[config.mk]
export PLATFORM = sky130hd
export DESIGN_NAME = i2c_master_write16_flat
export DESIGN_NICKNAME = d
export VERILOG_FILES = /design/src/rtl/i2c_master_write16_if.sv /design/src/rtl/i2c_master_write16.sv /design/src/flat_wrapper.sv
export SDC_FILE = /design/constraint.sdc
export NUM_CORES = 1
export LEC_CHECK = 0
export BUFFER_PORTS_ARGS = -buffer_cell sky130_fd_sc_hd__buf_4
export CORE_MARGIN = 2
export CORE_UTILIZATION = 40
export DETAILED_ROUTE_END_ITERATION = 7
export PLACE_DENSITY = 0.61
export SLEW_MARGIN = 10
export SYNTH_ARGS = -nofsm -noshare
export SYNTH_HDL_FRONTEND = slang
export SYNTH_SLANG_ARGS = --single-unit
[constraint.sdc]
create_clock -name clk -period 1.8 [get_ports clk]
set_input_delay 0.09 -clock clk [delete_from_list [all_inputs] [get_ports clk]]
set_output_delay 0.09 -clock clk [all_outputs]
set_load 0.02 [all_outputs]
[src/rtl/i2c_master_write16_if.sv]
// Bus bundle between the 16-bit register-write I2C initiator and its user/IO side.
// Handshake: start is a request sampled every clk and taken only while busy=0; busy then stays high through the done pulse.
interface i2c_master_write16_if;
    logic        start;
    logic [6:0]  addr;
    logic [15:0] data;
    logic        busy;
    logic        done;
    logic        nack;
    logic        scl;
    logic        sda_out;
    logic        sda_in;
    logic [2:0]  dbg_state;

    modport master (
        input  start, addr, data, sda_in,
        output busy, done, nack, scl, sda_out, dbg_state
    );

    modport slave (
        output start, addr, data, sda_in,
        input  busy, done, nack, scl, sda_out, dbg_state
    );
endinterface

[src/rtl/i2c_master_write16.sv]
// I2C initiator for a single 16-bit register write: START, {addr,W}, data[15:8], data[7:0], STOP.
// Each FSM phase lasts one quarter SCL period of CLK_DIV clks; the ACK after every byte is checked.
module i2c_master_write16 #(
    parameter int CLK_DIV = 16
) (
    input  logic                   clk,
    input  logic                   reset,
    i2c_master_write16_if.master   bus
);

    typedef enum logic [2:0] {
        S_IDLE  = 3'd0,
        S_START = 3'd1,
        S_BIT   = 3'd2,
        S_ACK   = 3'd3,
        S_STOP  = 3'd4
    } state_t;

    localparam int             QW     = $clog2(CLK_DIV);
    localparam logic [QW-1:0]  Q_LAST = QW'(CLK_DIV - 1);

    state_t         state;
    state_t         state_next;
    logic [QW-1:0]  q_cnt;
    logic [1:0]     phase;
    logic [3:0]     bit_cnt;
    logic [1:0]     byte_cnt;
    logic [26:0]    frame;
    logic           nack_q;
    logic           tick;
    logic           accept;
    logic           phase_last;
    logic           scl_c;
    logic           sda_c;

    assign tick   = (state != S_IDLE) && (q_cnt == Q_LAST);
    assign accept = (state == S_IDLE) && bus.start;

    always_ff @(posedge clk or posedge reset) begin
        if (reset) begin
            state <= S_IDLE;
        end else begin
            state <= state_next;
        end
    end

    always_comb begin
        state_next = state;
        phase_last = 1'b0;
        scl_c      = 1'b1;
        sda_c      = 1'b1;
        case (state)
            S_IDLE: begin
                if (bus.start) state_next = S_START;
            end
            S_START: begin
                phase_last = (phase == 2'd1);
                scl_c      = (phase == 2'd0);
                sda_c      = 1'b0;
                if (tick && phase_last) state_next = S_BIT;
            end
            S_BIT: begin
                phase_last = (phase == 2'd3);
                scl_c      = (phase == 2'd1) || (phase == 2'd2);
                sda_c      = frame[26];
                if (tick && phase_last && (bit_cnt == 4'd7)) state_next = S_ACK;
            end
            S_ACK: begin
                phase_last = (phase == 2'd3);
                scl_c      = (phase == 2'd1) || (phase == 2'd2);
                sda_c      = 1'b1;
                // A NACK on any byte abandons the remaining bytes.
                if (tick && phase_last) begin
                    state_next = (nack_q || (byte_cnt == 2'd2)) ? S_STOP : S_BIT;
                end
            end
            S_STOP: begin
                phase_last = (phase == 2'd2);
                scl_c      = (phase != 2'd0);
                sda_c      = (phase == 2'd2);
                if (tick && phase_last) state_next = S_IDLE;
            end
            default: begin
                state_next = S_IDLE;
            end
        endcase
    end

    always_ff @(posedge clk or posedge reset) begin
        if (reset) begin
            q_cnt    <= '0;
            phase    <= 2'd0;
            bit_cnt  <= 4'd0;
            byte_cnt <= 2'd0;
            frame    <= '0;
            nack_q   <= 1'b0;
        end else if (accept) begin
            // Frame carries released (1) slots where the slave answers.
            frame    <= {bus.addr, 1'b0, 1'b1, bus.data[15:8], 1'b1, bus.data[7:0], 1'b1};
            nack_q   <= 1'b0;
            bit_cnt  <= 4'd0;
            byte_cnt <= 2'd0;
            q_cnt    <= '0;
            phase    <= 2'd0;
        end else if (state != S_IDLE) begin
            q_cnt <= tick ? '0 : q_cnt + 1'b1;
            if (tick) begin
                phase <= phase_last ? 2'd0 : phase + 2'd1;
                if ((state == S_BIT) && phase_last) begin
                    frame   <= frame << 1;
                    bit_cnt <= bit_cnt + 4'd1;
                end
                if ((state == S_ACK) && (phase == 2'd1) && bus.sda_in) begin
                    nack_q <= 1'b1;
                end
                if ((state == S_ACK) && phase_last) begin
                    frame    <= frame << 1;
                    bit_cnt  <= 4'd0;
                    byte_cnt <= byte_cnt + 2'd1;
                end
            end
        end
    end

    assign bus.scl       = scl_c;
    assign bus.sda_out   = sda_c;
    assign bus.busy      = (state != S_IDLE);
    assign bus.done      = (state == S_STOP) && tick && (phase == 2'd2);
    assign bus.nack      = nack_q;
    assign bus.dbg_state = state;

endmodule
[src/flat_wrapper.sv]
// flat-port wrapper written by rule: the top's interface ports become plain ports
module i2c_master_write16_flat 
#(
    parameter int CLK_DIV = 16
)
  (clk, reset, bus_start, bus_addr, bus_data, bus_sda_in, bus_busy, bus_done, bus_nack, bus_scl, bus_sda_out, bus_dbg_state);
  i2c_master_write16_if bus_i ();
  input  logic clk;
  input  logic reset;
  input wire logic [$bits(bus_i.start)-1:0] bus_start;
  input wire logic [$bits(bus_i.addr)-1:0] bus_addr;
  input wire logic [$bits(bus_i.data)-1:0] bus_data;
  input wire logic [$bits(bus_i.sda_in)-1:0] bus_sda_in;
  output wire logic [$bits(bus_i.busy)-1:0] bus_busy;
  output wire logic [$bits(bus_i.done)-1:0] bus_done;
  output wire logic [$bits(bus_i.nack)-1:0] bus_nack;
  output wire logic [$bits(bus_i.scl)-1:0] bus_scl;
  output wire logic [$bits(bus_i.sda_out)-1:0] bus_sda_out;
  output wire logic [$bits(bus_i.dbg_state)-1:0] bus_dbg_state;
  assign bus_i.start = bus_start;
  assign bus_i.addr = bus_addr;
  assign bus_i.data = bus_data;
  assign bus_i.sda_in = bus_sda_in;
  assign bus_busy = bus_i.busy;
  assign bus_done = bus_i.done;
  assign bus_nack = bus_i.nack;
  assign bus_scl = bus_i.scl;
  assign bus_sda_out = bus_i.sda_out;
  assign bus_dbg_state = bus_i.dbg_state;
  i2c_master_write16 #(.CLK_DIV(CLK_DIV)) u_core (.clk(clk), .reset(reset), .bus(bus_i));
endmodule
==> metrics, run 1 <==
status=complete, no violations; root buffer cell=clkbuf_8; mean number of vias per cell=5.24; die height=79.0 microns; setup slack after layout=0.107 ns; row cnt=27; Met2 Routed Length=2100 microns; Worst R2R Setup Slack=~0.13 ns; drt pass-1 iters=4; Routed wire per std cell=13.2 microns; Synth Register Bits=43; Final Hold Fails=0; Worst Setup Path Type=reg -> out; sequential-to-total area share from yosys stat=47.9%; PortBufs=34; crit share post-route=94.1%; Layout fillers=530; Clock Path Buffers=2; Area growth syn-to-layout=25.2%; share of post-route cells with drive strength above 1=between 20 and 30%; Slew @ Worst Pin=0.548 ns; Synth Instances=237; antenna cell count=0; max-cap viol count=0; DIE AREA=0.00623 sq mm; Clock Skew=~0.0027 ns; CP startpoint kind=flip-flop; hold path endpoint=u_core.frame[15]$_DFFE_PP0P_; ys flop type=dfrtp_1; CP endpoint kind=output pin; Met3 Wirelength=246 microns; placeable core area=0.00547 sq mm; ANT nets after route=0; vias in the first global route=1820; Synth warnings=0; Layout Cells excl Fill=~360; Leakage=1.35 nW; post-CTS setup repair buffer count=0; f_max=between 0.5 and 0.6 GHz; # clock sinks=43; post-DP HPWL=3370 microns; final RePlAce weighted congestion=~0.92; dpl cells=around 350; Post-Synthesis Net Count=271; peak supply drop=623 uV; Critical-path top delay cell=dfrtp_1; grt total ovfl=0; total track usage=16.3%; Reg2Reg Depth=5; HP Start=bus_data[13]; CP arrival=1.60 ns; antenna violations before repair=0; Vias=1865; CTS tree=done; unrepaired setup endpoints after global routing=no; drt drc=0; DR top layer=met4; global-route wire length before repair=slightly above 8000 microns; largest net degree at the start of global routing=44; WP buf/inv=1; Period minus WS final=around 1.7 ns; Max FO, Critical Path=7; IO Pins=35; number of cells on the critical path=5; Fin Setup TNS=0 ns; required time worst endpoint=approximately 1.7 ns; Distinct cells, synth=42; power density cells=roughly 1300 mW/mm^2; R2R Path End=u_core.bit_cnt[1]$_DFFE_PP0P_; Metal-1 WL=between 2000 and 2500 microns; Crit path largest cell delay=0.40 ns; Post-synth ARST share=100%; Die X=79.0 microns; CTS buffer count=5; slew margin rel.=63.5%; final setup fails=0; CTS clock-pin slew for the worst setup and hold paths=roughly 0.080 ns; nets=between 300 and 400; Hold Path Class=in -> reg; First DRT Iteration DRCs=99; post-detailed-routing wire length=4710 microns; max-slew violation count=0; EDFF count, synth=0; hold path depth=3; Cell Area, Synth=0.00225 sq mm; worst skew pair latency=0.29 ns; Syn Area/Cell=9.48 sq um; initial core utilization=between 40% and 50%; crit-path cells=ha_2, and3_4, and2_1, nor2b_1, buf_4; pre-CTS setup slack=0.0466 ns; CTS HTree Levels=2; CP top delay family=simple AND/OR/NAND/NOR gates; Worst R2R Start=u_core.phase[1]$_DFFE_PP0P_
==> synthesized netlist by cell type, drive strengths merged (2+ instances only) <==
| cell type | n | share of area (%) |
|---|---|---|
| a21oi | 6 | 2.3 |
| nand3 | 4 | 0.89 |
| a22oi | 15 | 5.0 |
| o21ai | 22 | 4.9 |
| inv | 10 | 1.7 |
| a32o | 2 | 0.89 |
| nor3 | 2 | 0.95 |
| a31oi | 2 | 0.56 |
| buf | 13 | 4.0 |
| a2bb2oi | 2 | 0.78 |
| o22ai | 7 | 1.9 |
| and2 | 3 | 0.84 |
| mux2i | 8 | 3.6 |
| nand2b | 3 | 0.84 |
| ha | 7 | 3.9 |
| nor2b | 3 | 0.84 |
| nor2 | 10 | 1.7 |
| and3 | 3 | 0.84 |
| nand2 | 57 | 9.6 |
| dfrtp | 43 | 48 |
==> layout by cell type (no fill, tap or decap), types with 2 or more instances in the layout <==
| cell type | count |
|---|---|
| nand2_1 | 56 |
| buf_4 | 46 |
| dfrtp_1 | 42 |
| o21ai_0 | 16 |
| a22oi_1 | 15 |
| nor2_1 | 10 |
| inv_1 | 9 |
| mux2i_1 | 8 |
| o22ai_1 | 7 |
| o21ai_1 | 6 |
| ha_1 | 6 |
| clkbuf_8 | 6 |
| a21oi_1 | 4 |
| nand3_1 | 4 |
| dlygate4sd3_1 | 4 |
| buf_12 | 4 |
| nand2b_1 | 3 |
| a31oi_1 | 2 |
| a21oi_4 | 2 |
| and2_1 | 2 |
| and3_1 | 2 |
| a2bb2oi_1 | 2 |
| nor2b_1 | 2 |
| a32o_1 | 2 |
==> metrics by stage <==
step	hold WS [ns]	total power (W)	area, sq um	util [%]
final	0.00595	0.00358	2810	51.4
after detailed placement	0.273	0.00298	2670	48.8
after CTS	0.000603	0.00361	2800	51.1
after global placement	0.269	0.00295	2670	48.8
after global routing	0.0188	0.00386	2810	51.4
after floorplan	0.207	0.00247	2250	-
==> worst max path at each step <==
stage,startpoint,endpoint,slack (ns)
after global routing,u_core.q_cnt[1]$_DFFE_PP0P_,bus_done,0.002
after global placement,u_core.phase[0]$_DFFE_PP0P_,u_core.frame[8]$_DFFE_PP0P_,0.08
after detailed placement,u_core.phase[0]$_DFFE_PP0P_,u_core.frame[8]$_DFFE_PP0P_,0.05
final,u_core.q_cnt[1]$_DFFE_PP0P_,bus_done,0.11
after floorplan,u_core.bus.dbg_state[1]$_DFFE_PP0P_,u_core.bit_cnt[2]$_DFFE_PP0P_,0.16
after CTS,u_core.bus.dbg_state[0]$_DFFE_PP0P_,bus_scl,0.03
==> layer usage <==
| layer | vias up | GRT usage [%] |
|---|---|---|
| met4 | 0 | 7.07 |
| met5 | - | 0 |
| met2 | 59 | 25.6 |
| met3 | 13 | 3.64 |
| li1 | 923 | - |
| met1 | 870 | 21.9 |
==> flip-flops by register name, summed over array words and instances (netlist names) <==
| name | count |
|---|---|
| u_core.phase | 2 |
| u_core.bit_cnt | 4 |
| u_core.frame | 27 |
| u_core.byte_cnt | 2 |
| u_core.bus.dbg_state | 3 |
| u_core.q_cnt | 4 |
| u_core.bus.nack | 1 |
==> kinds of logic after synthesis <==
family                     after synthesis  share of synthesized area [%]
AOI/OAI and AO/OA                       64                           19.3
adders and majority gates                7                           3.90
buffers and inverters                   24                           5.79
DFF                                     43                           47.9
muxes                                    9                           4.06
and+or+nand+nor                         90                           19.0
==> report_power, final <==
group | total (W) | switching, W | internal, W | leakage, nW
Clock | 0.000612 | 0.000311 | 0.000301 | 0.0470
Combinational | 0.00143 | 0.000772 | 0.000663 | 0.766
Sequential | 0.00153 | 0.000231 | 0.00130 | 0.534
==> area by class of cell <==
| class | count | area, sq um | share of cell area [%] |
|---|---|---|---|
| Sequential cell | 43 | 1080 | 38.3 |
| Multi-Input combinational cell | 170 | 1050 | 37.5 |
| Timing Repair Buffer | 54 | 465 | 16.5 |
| Tap cell | 72 | 90.1 | 3.20 |
| Clock buffer | 6 | 82.6 | 2.94 |
| Inverter | 10 | 37.5 | 1.33 |
| Clock inverter | 1 | 5.00 | 0.178 |
==> worst min-delay path, stage by stage <==
cell and delay (ns):
buf_4 0.08, nand2_1 0.04, o21ai_0 0.06
==> timing repair <==
item	CTS	global route
pin swaps	0	0
hold buffers	4	0
setup endpoints to repair	1	24
hold endpoints to repair	46	0
gates resized for setup	1	7
Note: power is estimated with default switching activity, not from simulation.
==> run 2: changes to the inputs <==
REMOVE_ABC_BUFFERS = 1   (was default)
clock period = 1.9 ns   (was 1.8 ns; I/O delays follow)
==> run 2 against run 1 <==
Against the previous run: core utilization is 0.57 points lower; non-clock buffer count is 2 lower; worst hold slack better by 0.0081 ns; largest power group unchanged; global-route usage is 0.35 points higher; sequential power is 5% lower; die area stayed put; via count is 2.3% lower; clock skew is 0.011 ns higher; setup slack better by 0.024 ns; sequential share of layout area is 0.39 points higher; critical endpoint is now u_core.frame[7]$_DFFE_PP0P_; first-iteration DRC count is 38% lower.
==> metrics, run 2 (synthesized netlist as in run 1, its figures left out) <==
antenna violations before repair=0; First DRT Iteration DRCs=61; Final Hold Fails=0; post-DP HPWL=3340 microns; PortBufs=34; status=complete, no violations; root buffer cell=clkbuf_8; CTS tree=done; antenna cell count=0; CTS buffer count=5; mean number of vias per cell=5.14; initial core utilization=41.1%; Met3 Wirelength=226 microns; ANT nets after route=0; max-slew violation count=0; worst skew pair latency=0.30 ns; f_max=0.565 GHz; pre-CTS setup slack=0.150 ns; flip-flop count of the largest register after layout=27; Largest Register=u_core.frame; most frequent cells in the layout=56 x nand2_1, 48 x buf_4, 43 x dfrtp_1; row cnt=27; CP endpoint kind=flip-flop; nets=316; drt drc=0; post-detailed-routing wire length=approximately 4700 microns; vias in the first global route=1816; required time worst endpoint=around 2.1 ns; peak supply drop=633 uV; Max FO, Critical Path=12; # clock sinks=43; die height=79.0 microns; largest net degree at the start of global routing=44; Met2 Routed Length=2150 microns; CP arrival=1.94 ns; grt total ovfl=0; Top Registers=u_core.frame: 27 flops, u_core.bit_cnt: 4 flops, u_core.q_cnt: 4 flops; Hold Path Class=in -> reg; drt pass-1 iters=4; Clock Path Buffers=2; DR top layer=met4; post-CTS setup repair buffer count=0; slew margin rel.=63.5%; share of post-route cells with drive strength above 1=between 20% and 30%; commonest non-fill, non-tap cell in the layout=nand2_1; max-cap viol count=0; Clock Skew=around 0.014 ns; Die X=79.0 microns; IO Pins=35; Tot Pwr=0.00349 W; global-route wire length before repair=8210 microns; Area growth syn-to-layout=23.8%; Slew @ Worst Pin=0.548 ns; CTS clock-pin slew for the worst setup and hold paths=0.09 ns; Period minus WS final=roughly 1.8 ns; setup slack after layout=roughly 0.13 ns; power density cells=1250 mW/mm^2; final setup fails=0; Vias=1823; DIE AREA=0.00623 sq mm; total track usage=between 10% and 20%; final RePlAce weighted congestion=0.901; CP startpoint kind=flip-flop; Worst Setup Path Type=reg -> reg; Layout Utilization=50.8%; Leakage=between 1 and 1.5 nW; placeable core area=roughly 0.0055 sq mm; Metal-1 WL=2210 microns; Routed wire per std cell=about 13 microns; CTS HTree Levels=2; crit share post-route=93.1%
run 2: path summary, 6_finish.rpt:
path,slack [ns],depth (start not counted),startpoint,end
worst max-delay path,0.13,6,u_core.phase[0]$_DFFE_PP0P_,u_core.frame[7]$_DFFE_PP0P_
worst min-delay path,0.01,3,bus_data[11],u_core.frame[13]$_DFFE_PP0P_
worst max register to register,0.13,6,u_core.phase[0]$_DFFE_PP0P_,u_core.frame[7]$_DFFE_PP0P_
worst min register to register,0.47,2,u_core.frame[4]$_DFFE_PP0P_,u_core.frame[4]$_DFFE_PP0P_
max in group asynchronous,1.03,4,reset,u_core.frame[5]$_DFFE_PP0P_
min in group asynchronous,0.48,4,reset,u_core.frame[14]$_DFFE_PP0P_
run 2: routing by layer:
layer / vias up / global-route usage [%]
li1: 917 / -
met1: 856 / 22.1
met2: 43 / 27.3
met3: 7 / 3.98
met4: 0 / 5.17
met5: - / 0
run 2: where the power goes:
group          internal, W  switching, W
Sequential         0.00123      0.000222
Clock             0.000425      0.000305
Combinational     0.000598      0.000707
Total              0.00226       0.00123
run 2: timing repair:
action / in CTS / in global routing
hold endpoints to repair: 45 / 0
resized for setup: 1 / 3
endpoints found under the setup margin: 1 / 2
cloned: 0 / 0
hold buffers: 3 / 0
run 2: cell type report:
| type | count | area, sq um |
|---|---|---|
| clock buffers | 6 | 82.6 |
| clock inverters | 2 | 35.0 |
| fillers | 545 | 2690 |
| inverters | 10 | 37.5 |
| multi-input cells | 170 | 1050 |
| flip-flops and latches | 43 | 1080 |
| well taps | 72 | 90.1 |
| repair buffers | 52 | 410 |
run 2: worst max-delay path, stage by stage, from the launching register on:
cell     delay (ns)
dfrtp_1        0.42
ha_1           0.26
and4_2         0.31
and2_1         0.23
buf_4          0.20
a22oi_1        0.15
nand2_1        0.07
run 2: through the flow:
stage	cell area, sq um	setup TNS (ns)	hold slack, ns	cells
after detailed placement	2630	0	0.278	344
after global routing	2780	-0.0202	0.00456	355
after global placement	2630	0	0.279	344
after CTS	2780	0	0.00320	355
final	2780	0	0.0141	355
after floorplan	2150	-6.03	0.212	223
==> run 3: changes to the inputs <==
clock period = 2.3 ns   (was 1.9 ns; I/O delays follow)
==> run 3 against run 2 <==
Against the previous run: clock-buffer cell count grew 1; global-route usage grew 0.68 points; clock skew shrank 0.0073 ns; final cell count shrank 2.8%; register-to-register slack gained 0.18 ns; clock power shrank 37%; flip-flop and latch count is the same; sequential share of layout area grew 2.0 points; power shrank 23%; cell area shrank 4.9%; die area is the same; critical endpoint is now u_core.frame[6]$_DFFE_PP0P_; largest power group unchanged.
==> metrics, run 3 (synthesized netlist as in run 1, its figures left out) <==
Clock Path Buffers=2; Die X=79.0 microns; Layout fillers=557; power density cells=~1000 mW/mm^2; Slew @ Worst Pin=between 0.6 and 0.7 ns; max-slew violation count=0; Period minus WS final=1.99 ns; CTS tree=done; CTS HTree Levels=2; First DRT Iteration DRCs=75; peak supply drop=roughly 400 uV; post-DP HPWL=3280 microns; root buffer cell=clkbuf_8; slew margin rel.=54.5%; Worst Setup Path Type=reg -> reg; CP startpoint kind=flip-flop; CTS clock-pin slew for the worst setup and hold paths=0.08 ns; Critical-path top delay cell=and2_1; post-CTS setup repair buffer count=0; required time worst endpoint=2.54 ns; mean number of vias per cell=5.25; Largest Register=u_core.frame; PortBufs=34; Top Registers=u_core.frame: 27 flops, u_core.bit_cnt: 4 flops, u_core.q_cnt: 4 flops; grt total ovfl=0; final setup fails=0; # clock sinks=43; antenna cell count=0; Final Hold Fails=0; FF+latch area=0.00108 sq mm; Fin Setup TNS=0 ns; row cnt=27; DIE AREA=a little over 0.006 sq mm; CP endpoint kind=flip-flop; total track usage=between 10% and 20%; nets=306; Routed wire per std cell=13.9 microns; flip-flop count of the largest register after layout=27; post-detailed-routing wire length=~4800 microns; ANT nets after route=0; initial core utilization=41.1%; CTS buffer count=5; hold slack=0.0152 ns; global-route wire length before repair=8540 microns; Leakage=1.27 nW; die height=79.0 microns; f_max=0.503 GHz; max-cap viol count=0; placeable core area=0.00547 sq mm; Clock Skew=0.00634 ns; drt drc=0; Vias=around 1800; share of post-route cells with drive strength above 1=between 20% and 30%; CP arrival=roughly 2.2 ns; commonest non-fill, non-tap cell in the layout=nand2_1; status=complete, no violations; antenna violations before repair=0; unrepaired setup endpoints after global routing=no; Max FO, Critical Path=12; Multi-input gate area=0.00104 sq mm; drt pass-1 iters=4; Hold Path Class=in -> reg; vias in the first global route=1854; worst skew pair latency=0.29 ns; crit share post-route=between 80% and 90%; Area growth syn-to-layout=17.7%; IO Pins=35; most frequent cells in the layout=56 x nand2_1, 43 x dfrtp_1, 41 x buf_4; largest net degree at the start of global routing=44; crit-path cells=ha_1, and4_1, and2_1, buf_4, a22oi_1, nand2_1; Post-CTS Resized=0; final RePlAce weighted congestion=0.817; Crit path largest cell delay=0.51 ns
## run 3: changes by cell type in the layout (fill, tap and decap cells not counted), sizes merged
cell / change
clkbuf: +1
buf: -8
bufinv: -1
dlygate4sd3: -2
## run 3: worst max-delay path: cells and delay by family (launching register included)
family          cells  cell delay, ns
compound gates      1            0.09
fa+ha+maj           1            0.24
buf+inv             1            0.29
flops               1            0.40
simple gates        3            0.91
## run 3: timing repair
action                                 CTS  global route
setup endpoints to repair                0             0
endpoints found under the hold margin   43             0
hold buffers                             1             0
## run 3: area by class of cell
| type | count | share of cell area, % |
|---|---|---|
| Clock buffer | 7 | 2.89 |
| Clock inverter | 1 | 0.189 |
| Inverter | 10 | 1.42 |
| Multi-Input combinational cell | 170 | 39.4 |
| Sequential cell | 43 | 40.7 |
| Tap cell | 72 | 3.41 |
| Timing Repair Buffer | 42 | 12.0 |
## run 3: report_power, final
part	internal [W]	switching [W]	leakage (nW)
Sequential	0.00102	0.000228	0.535
Combinational	0.000429	0.000537	0.696
Clock	0.000213	0.000249	0.0422
## run 3: through the flow
| step | utilization, % | cells | instance area [sq um] | worst slack (ns) | power (W) |
|---|---|---|---|---|---|
| 3_5_place_dp | 46.6 | 336 | 2550 | 0.340 | 0.00223 |
| 3_3_place_gp | 46.6 | 336 | 2550 | 0.365 | 0.00221 |
| 6_report | 48.3 | 345 | 2640 | 0.312 | 0.00267 |
| 5_1_grt | 48.3 | 345 | 2640 | 0.152 | 0.00291 |
| 2_1_floorplan | - | 223 | 2150 | 0.00966 | 0.00188 |
| 4_1_cts | 48.3 | 345 | 2640 | 0.305 | 0.00270 |
## run 3: path summary, 6_finish.rpt
check / from / endpoint / slack [ns] / cells after the start
max in group asynchronous: reset / u_core.frame[22]$_DFFE_PP0P_ / 1.42 / 4
max reg2reg: u_core.phase[1]$_DFFE_PP0P_ / u_core.frame[6]$_DFFE_PP0P_ / 0.31 / 6
min reg2reg: u_core.frame[8]$_DFFE_PP0P_ / u_core.frame[9]$_DFFE_PP0P_ / 0.48 / 2
min in group asynchronous: reset / u_core.frame[12]$_DFFE_PP0P_ / 0.51 / 4
min: bus_data[12] / u_core.frame[14]$_DFFE_PP0P_ / 0.02 / 3
max: u_core.phase[1]$_DFFE_PP0P_ / u_core.frame[6]$_DFFE_PP0P_ / 0.31 / 6
## run 3: layer usage
layer | global-route usage [%] | part of all wire, %
met1 | 22.9 | 49
met5 | 0 | 0
met3 | 3.64 | 4.0
met2 | 28.8 | 45
met4 | 5.52 | 1.4
